`src/rtl/csr_timer_bank.sv`:
```
// Multi-channel machine timer: 64-bit prescaled counter, NUM_CMP compare channels
// (one-shot or periodic), sticky W1C pending bits and a registered interrupt request.
module csr_timer_bank #(
  parameter int unsigned NUM_CMP = 4,
  parameter int unsigned PRESC_W = 8,
  parameter int unsigned ADDR_W  = 8
) (
  input  logic                clk,
  input  logic                rst,
  input  logic                csr_we_i,
  input  logic                csr_re_i,
  input  logic [ADDR_W-1:0]   csr_addr_i,
  input  logic [31:0]         csr_wdata_i,
  output logic [31:0]         csr_rdata_o,
  output logic [NUM_CMP-1:0]  irq_vec_o,
  output logic                irq_o
);

  localparam logic [ADDR_W-1:0] A_CTRL    = ADDR_W'(8'h00);
  localparam logic [ADDR_W-1:0] A_TIME_LO = ADDR_W'(8'h01);
  localparam logic [ADDR_W-1:0] A_TIME_HI = ADDR_W'(8'h02);
  localparam logic [ADDR_W-1:0] A_PEND    = ADDR_W'(8'h03);
  localparam logic [ADDR_W-1:0] A_IE      = ADDR_W'(8'h04);

  function automatic logic [ADDR_W-1:0] cmp_lo_addr(input int unsigned k);
    return ADDR_W'(32'h10 + 2 * k);
  endfunction

  function automatic logic [ADDR_W-1:0] cmp_hi_addr(input int unsigned k);
    return ADDR_W'(32'h11 + 2 * k);
  endfunction

  function automatic logic [ADDR_W-1:0] mode_addr(input int unsigned k);
    return ADDR_W'(32'h20 + k);
  endfunction

  function automatic logic [ADDR_W-1:0] period_addr(input int unsigned k);
    return ADDR_W'(32'h30 + k);
  endfunction

  logic                cnt_en_q, cnt_en_d;
  logic [PRESC_W-1:0]  presc_q, presc_d;
  logic [PRESC_W-1:0]  pcnt_q, pcnt_d;
  logic [63:0]         time_q, time_d;
  logic [31:0]         hi_shadow_q, hi_shadow_d;
  logic [NUM_CMP-1:0]  pend_q, pend_d;
  logic [NUM_CMP-1:0]  ie_q, ie_d;
  logic [NUM_CMP-1:0]  periodic_q, periodic_d;
  logic [NUM_CMP-1:0]  armed_q, armed_d;
  logic [NUM_CMP-1:0]  match;
  logic [NUM_CMP-1:0]  irq_vec_d;
  logic                irq_d;
  logic [63:0]         cmp_q [NUM_CMP];
  logic [63:0]         cmp_d [NUM_CMP];
  logic [31:0]         period_q [NUM_CMP];
  logic [31:0]         period_d [NUM_CMP];
  logic                tick;
  logic                wr_ctrl, wr_lo, wr_hi, wr_pend, wr_ie, clr;

  assign wr_ctrl = csr_we_i && (csr_addr_i == A_CTRL);
  assign wr_lo   = csr_we_i && (csr_addr_i == A_TIME_LO);
  assign wr_hi   = csr_we_i && (csr_addr_i == A_TIME_HI);
  assign wr_pend = csr_we_i && (csr_addr_i == A_PEND);
  assign wr_ie   = csr_we_i && (csr_addr_i == A_IE);
  assign clr     = wr_ctrl && csr_wdata_i[1];

  // Prescaler, counter and HI snapshot; clear beats SW half-writes, which beat the tick
  always_comb begin
    cnt_en_d    = cnt_en_q;
    presc_d     = presc_q;
    pcnt_d      = pcnt_q;
    time_d      = time_q;
    hi_shadow_d = hi_shadow_q;
    tick        = cnt_en_q && (pcnt_q == presc_q);

    if (cnt_en_q) begin
      pcnt_d = tick ? '0 : pcnt_q + PRESC_W'(1);
    end
    if (tick) begin
      time_d = time_q + 64'd1;
    end
    if (wr_lo) begin
      time_d = {time_q[63:32], csr_wdata_i};
    end
    if (wr_hi) begin
      time_d = {csr_wdata_i, time_q[31:0]};
    end
    if (wr_ctrl) begin
      cnt_en_d = csr_wdata_i[0];
      presc_d  = csr_wdata_i[8 +: PRESC_W];
    end
    if (clr) begin
      time_d = '0;
      pcnt_d = '0;
    end
    if (csr_re_i && (csr_addr_i == A_TIME_LO)) begin
      hi_shadow_d = time_q[63:32];
    end
  end

  // Compare channels: hardware reload/disarm first, SW writes override
  always_comb begin
    periodic_d = periodic_q;
    armed_d    = armed_q;
    match      = '0;
    ie_d       = wr_ie ? csr_wdata_i[NUM_CMP-1:0] : ie_q;
    for (int unsigned k = 0; k < NUM_CMP; k++) begin
      cmp_d[k]    = cmp_q[k];
      period_d[k] = period_q[k];
      match[k]    = armed_q[k] && (time_q >= cmp_q[k]);
      if (match[k]) begin
        if (periodic_q[k]) begin
          cmp_d[k] = cmp_q[k] + {32'd0, period_q[k]};
        end else begin
          armed_d[k] = 1'b0;
        end
      end
      if (csr_we_i && (csr_addr_i == cmp_lo_addr(k))) begin
        cmp_d[k] = {cmp_q[k][63:32], csr_wdata_i};
      end
      if (csr_we_i && (csr_addr_i == cmp_hi_addr(k))) begin
        cmp_d[k] = {csr_wdata_i, cmp_q[k][31:0]};
      end
      if (csr_we_i && (csr_addr_i == mode_addr(k))) begin
        periodic_d[k] = csr_wdata_i[0];
        armed_d[k]    = csr_wdata_i[1];
      end
      if (csr_we_i && (csr_addr_i == period_addr(k))) begin
        period_d[k] = csr_wdata_i;
      end
    end
    // A match in the same cycle wins over the W1C
    pend_d    = (pend_q & ~(wr_pend ? csr_wdata_i[NUM_CMP-1:0] : '0)) | match;
    irq_vec_d = pend_q & ie_q;
    irq_d     = |irq_vec_d;
  end

  always_ff @(posedge clk or posedge rst) begin
    if (rst) begin
      cnt_en_q    <= 1'b0;
      presc_q     <= '0;
      pcnt_q      <= '0;
      time_q      <= '0;
      hi_shadow_q <= '0;
      pend_q      <= '0;
      ie_q        <= '0;
      periodic_q  <= '0;
      armed_q     <= '0;
      irq_vec_o   <= '0;
      irq_o       <= 1'b0;
      for (int unsigned k = 0; k < NUM_CMP; k++) begin
        cmp_q[k]    <= '1;
        period_q[k] <= '0;
      end
    end else begin
      cnt_en_q    <= cnt_en_d;
      presc_q     <= presc_d;
      pcnt_q      <= pcnt_d;
      time_q      <= time_d;
      hi_shadow_q <= hi_shadow_d;
      pend_q      <= pend_d;
      ie_q        <= ie_d;
      periodic_q  <= periodic_d;
      armed_q     <= armed_d;
      irq_vec_o   <= irq_vec_d;
      irq_o       <= irq_d;
      for (int unsigned k = 0; k < NUM_CMP; k++) begin
        cmp_q[k]    <= cmp_d[k];
        period_q[k] <= period_d[k];
      end
    end
  end

  // Combinational read mux; unmapped offsets return 0
  always_comb begin
    csr_rdata_o = '0;
    if (csr_addr_i == A_CTRL) begin
      csr_rdata_o[0]            = cnt_en_q;
      csr_rdata_o[8 +: PRESC_W] = presc_q;
    end
    if (csr_addr_i == A_TIME_LO) csr_rdata_o = time_q[31:0];
    if (csr_addr_i == A_TIME_HI) csr_rdata_o = hi_shadow_q;
    if (csr_addr_i == A_PEND)    csr_rdata_o = 32'(pend_q);
    if (csr_addr_i == A_IE)      csr_rdata_o = 32'(ie_q);
    for (int unsigned k = 0; k < NUM_CMP; k++) begin
      if (csr_addr_i == cmp_lo_addr(k)) csr_rdata_o = cmp_q[k][31:0];
      if (csr_addr_i == cmp_hi_addr(k)) csr_rdata_o = cmp_q[k][63:32];
      if (csr_addr_i == mode_addr(k))   csr_rdata_o = {30'd0, armed_q[k], periodic_q[k]};
      if (csr_addr_i == period_addr(k)) csr_rdata_o = period_q[k];
    end
  end

endmodule
```
`config.mk`:
```
export PLATFORM = sky130hd
export DESIGN_NAME = csr_timer_bank
export DESIGN_NICKNAME = d
export VERILOG_FILES = /design/src/rtl/csr_timer_bank.sv
export SDC_FILE = /design/constraint.sdc
export NUM_CORES = 2
export LEC_CHECK = 0
export CORE_UTILIZATION = 35
export DETAILED_ROUTE_END_ITERATION = 10
export PLACE_DENSITY = 0.57
export SYNTH_ARGS = -nofsm -noshare
export SYNTH_HDL_FRONTEND = slang
export SYNTH_SLANG_ARGS = --single-unit
```
`constraint.sdc`:
```
create_clock -name clk -period 26.1 [get_ports clk]
set_input_delay 6.525 -clock clk [delete_from_list [all_inputs] [get_ports clk]]
set_output_delay 6.525 -clock clk [all_outputs]
set_load 0.02 [all_outputs]
```
-- After elaboration in Yosys (flattened, before gate mapping)
Index checks and enable logic that the tools add are counted.
- flip-flop bits (word level): 518
- input port bits: 44
- output and inout port bits: 37
- word-level logic and storage cells: 204
- $add $sub $neg: 6
- order comparisons: 4
- equality and inequality tests: 31
- multiplexer cells: 58
- bitwise logic cells: 8
- reductions and logical operators: 67
- operator list (cell ; number):
    64-bit two-way mux ; 20
    32-bit two-way mux ; 20
    64-bit by 32-bit adder with 64-bit output ; 4
    64-bit greater-or-equal comparator ; 4
    64-bit by 1-bit adder with 64-bit output, second input constant ; 1
    8-bit by 5-bit == test with 1-bit output, second input constant ; 8
    8-bit by 6-bit == test with 1-bit output, second input constant ; 8
    2-bit nonzero test ; 21
    8-bit two-way mux ; 4
    1-bit logical AND ; 28
    3-bit AND reduction ; 8
    2-bit by 1-bit != test with 1-bit output, second input constant ; 9
    8-bit by 2-bit == test with 1-bit output, second input constant ; 2
    1-bit two-way mux ; 13
    2-bit AND reduction ; 6
    8-bit by 1-bit adder with 8-bit output, second input constant ; 1
    4-bit AND ; 2
    8-bit by 1-bit == test with 1-bit output, second input constant ; 1
    8-bit by 3-bit == test with 1-bit output, second input constant ; 1
    8-bit == test ; 1
    8-bit logical NOT ; 1
    3-bit nonzero test ; 2
    4-bit two-way mux ; 1
    1-bit NOT ; 4
    other kinds (4) ; 4

-- Depth between registers and ports, before layout
- word-level depth: 22
- gate-level depth with buffers: 14
- depth with buffers taken out: 13

-- Worst setup path after synthesis
OpenSTA, ideal clock, no wires.
- path type: input to output
- start point: input csr_addr_i[5]
- end point: output csr_rdata_o[1]
- data arrival time: 8824 ps
- required time: 19575 ps
- setup slack: 10751 ps
- stages on the path: 10
- buffers on the path: 2
- cells stage by stage: nor3_1 nand2_1 or2_2 clkbuf_1 nor3_1 clkbuf_1 a211oi_1 a2111oi_0 a211oi_1 a221o_1
- longest elaborated chain between the ends: 21
- elaborated cells on any way between the ends: 40
- classes of those cells: 20 x eq/ne; 20 x mux
- RTL lines (what ; line ; RTL):
    start, declared ; 12 ; input logic [ADDR_W-1:0] csr_addr_i,
    8-bit by 1-bit == test with 1-bit output ; 181 ; if (csr_addr_i == A_TIME_LO) csr_rdata_o = time_q[31:0];
    32-bit two-way mux ; 181 ;
    32-bit two-way mux ; 182 ; if (csr_addr_i == A_TIME_HI) csr_rdata_o = hi_shadow_q;
    32-bit two-way mux ; 183 ; if (csr_addr_i == A_PEND) csr_rdata_o = 32'(pend_q);
    32-bit two-way mux ; 184 ; if (csr_addr_i == A_IE) csr_rdata_o = 32'(ie_q);
    32-bit two-way mux ; 186 ; if (csr_addr_i == cmp_lo_addr(k)) csr_rdata_o = cmp_q[k][31:0];
    32-bit two-way mux ; 187 ; if (csr_addr_i == cmp_hi_addr(k)) csr_rdata_o = cmp_q[k][63:32];
    32-bit two-way mux ; 188 ; if (csr_addr_i == mode_addr(k)) csr_rdata_o = {30'd0, armed_q[k], periodic_q[k]};
    [... 5 more ...] ; n/a ;
    32-bit two-way mux ; 186 ;
    32-bit two-way mux ; 187 ;
    32-bit two-way mux ; 188 ;
    32-bit two-way mux ; 189 ; if (csr_addr_i == period_addr(k)) csr_rdata_o = period_q[k];
    32-bit two-way mux ; 186 ;
    32-bit two-way mux ; 187 ;
    32-bit two-way mux ; 188 ;
    32-bit two-way mux (*) ; 189 ;
    end, declared ; 14 ; output logic [31:0] csr_rdata_o,
Every way passes the cells marked *; elsewhere a longest branch is shown, timed or not.

-- Worst setup path after layout
- start point: input csr_addr_i[7]
- end point: output csr_rdata_o[2]
The elaborated chain is that of the path after synthesis.

==> metrics.txt <==
Sw Ratio=0.320; Arr. time, crit path=~12 ns; routability cong.=about 1.1; Fmax achieved=about 0.055 GHz; Yosys warnings=0; synth unique cells=84; Die Span Y=approximately 340 um; Total GRT Usage=0.347; Clock power frac=0.427; HP Class=register to register; Power Total=2.47 mW; final setup TNS=0 ns; register area=0.0133 mm2; commonest non-fill, non-tap cell in the layout=nand2_1; synthesized area per cell=between 8 and 9 um2; Util after Layout=0.400; antenna-violating nets left=0; hold-fix buffers at CTS=0; Multi-input gate area=around 0.025 mm2; crit path launch type=input port; gr ovfl total=0; Async SR Flop Fraction=1.00; dominant synthesized flop cell=dfrtp_1; P_sw=roughly 0.8 mW; Tmin final=about 18 ns; row count=roughly 120; CP Max Fanout=14; number of H-tree levels=3; Filler Cell Count=between 10k and 15k; ratio of cells with drive above 1 in the final layout=0.152; Fin Hold WS=around 0.5 ns; clock-pin slew on the worst setup and hold paths=approximately 0.050 ns; Die Area=0.117 mm2; number of setup buffers added after CTS=0; total wire length=around 210000 um; largest net degree at the start of global routing=90; dpl hpwl=between 150000 and 200000 um; worst skew pair latency=around 0.67 ns; Die X-Extent=around 340 um; first-pass GRT wire length=roughly 290000 um; total CTS buffers=68; syn_nets=between 5k and 6k; WP data required=between 15 and 20 ns; hold depth=2; pre-CTS setup slack=just over 8 ns; Setup Viol. Count Final=0; CTS root buf=clkbuf_16; vias per inst=6.31; cts repair resizes=0; PD cells=roughly 54 mW/mm2; DR pass1 iterations=7; core area=roughly 0.11 mm2; worst hold start=cmp_q[65]$_DFFE_PP1P_; sequential share of the synthesized area=0.329; Crit. End Element=primary output; nets@finish=approximately 5.2k; Max VDD drop=~0.045 mV; Synth Instances=4751; Clock Tree Buf Depth=3; worst reg2reg path depth=12; EDFF count, synth=0; initial DRC count=~5k; kind of critical path=input port to primary output; clock sink count=between 500 and 600; max-cap check violation count=0; final worst path period share=0.694; DR vias=40.1k; mapped cell area=approximately 0.04 mm2; initial antenna violation count=17; Starting Density=0.353; I/O Pins=81; count of buffers inserted at the top-level ports=80; P_int=about 1.7 mW; Clock Skews=between 0.03 and 0.04 ns; most frequent cells in the layout=486 x nand2_1, 455 x o21ai_0, 386 x ha_1, 339 x a21oi_1, 296 x inv_1; RSZ-0062 raised after global routing=false; vias in the first global route=approximately 37k; Logic pwr share=0.187; r2r startpoint=time_q[45]$_DFFE_PP0P_; Slew Limit Headroom=0.134; final hold vios=0; Routed WL per cell=about 32 um; status=finished clean; worst-margin pin slew=1.29 ns; Max Slew Vio Count=0; final setup margin=7.98 ns; DRC=0; Static Leak=just under 20 nW; Critical Path Source=csr_addr_i[7]; register share of total power=0.386; TritonCTS clock tree=done; FF+latch count, synth=~520; P&R area growth vs syn=13.3%
layout make-up:
type,instances,area share
clock inverters,24,0.00952
inverters,298,0.0246
repair buffers,211,0.0383
diodes,2,0.000109
well taps,1512,0.0413
flip-flops and latches,518,0.290
multi-input cells,3687,0.552
clock buffers,101,0.0441
layer usage:
metal	part of all wire	vias up	global-route usage
li1	-	17500	-
met1	0.42	19900	0.473
met2	0.42	2217	0.512
met3	0.10	450	0.0727
met4	0.059	8	0.183
met5	0.00021	-	0
synth_stat cells, types with 24 or more instances:
cell type	number	area [um2]
mux2i_1	24	240
mux2_2	174	1960
nor3_1	117	586
nand4_1	92	576
nor4_1	60	375
a211oi_1	97	728
a221oi_1	56	490
o21ai_0	455	2280
o21a_1	27	203
nor2_1	287	1080
nand2_1	490	1840
a22oi_1	75	563
a31oi_1	43	269
a21o_1	113	848
o211ai_1	34	255
dfrtp_1	262	6560
clkbuf_1	227	852
xor2_1	59	517
xnor2_1	179	1570
a21oi_1	340	1700
and3_1	61	382
ha_1	386	4830
nand2b_1	26	163
inv_1	297	1110
o22ai_1	29	181
a222oi_1	38	380
nand3_1	126	631
dfstp_2	256	6730
or3_1	25	156
kinds of logic after synthesis:
family	Yosys count	synth area share
flip-flops	518	0.329
adder cells (fa/ha/maj)	390	0.122
multiplexers	199	0.0547
AO/OA/AOI/OAI	1446	0.225
XOR/XNOR	238	0.0516
AND/OR/NAND/NOR	1414	0.167
buffers and inverters	546	0.0508
power groups by stage:
stage	Sequential, mW	Clock [mW]	Combinational, mW
after floorplan	0.910	0	0.292
after global placement	0.960	0	0.446
after detailed placement	0.958	0	0.450
after CTS	0.946	1.07	0.453
after global routing	0.951	1.10	0.504
final	0.953	1.05	0.463
metrics by stage:
step	cell area, um2	cells
after floorplan	40400	4751
after global placement	43300	6226
after detailed placement	43300	6226
after CTS	45700	6351
after global routing	45700	6351
final	45800	6353
critical path: stages:
cell and delay [ns]:
clkdlybuf4s50_1 0.45, nor3_1 0.93, nand2_1 0.48, or2_2 0.60
nor2_1 0.77, a221o_1 0.22, o221ai_1 0.21, a221oi_1 0.55
a21o_1 0.21, clkdlybuf4s50_1 0.62
path summary, 6_finish.rpt:
path / end / slack [ns]
min in group asynchronous: period_q[7]$_DFFE_PP0P_ / 6.40
max reg2reg: cmp_q[122]$_DFFE_PP1P_ / 20.56
max: csr_rdata_o[2] / 7.98
min: cmp_q[65]$_DFFE_PP1P_ / 0.50
min reg2reg: cmp_q[65]$_DFFE_PP1P_ / 0.50
max in group asynchronous: period_q[114]$_DFFE_PP0P_ / 17.18
flip-flops by register name, indices dropped and copies added, names as in the netlist:
name and cells:
hi_shadow_q 32, presc_q 8, ie_q 4, periodic_q 4
pcnt_q 8, period_q 128, cmp_q 256, irq_o 1
armed_q 4, irq_vec_o 4, pend_q 4, cnt_en_q 1
time_q 64
Note: power is estimated with default switching activity, not from simulation.
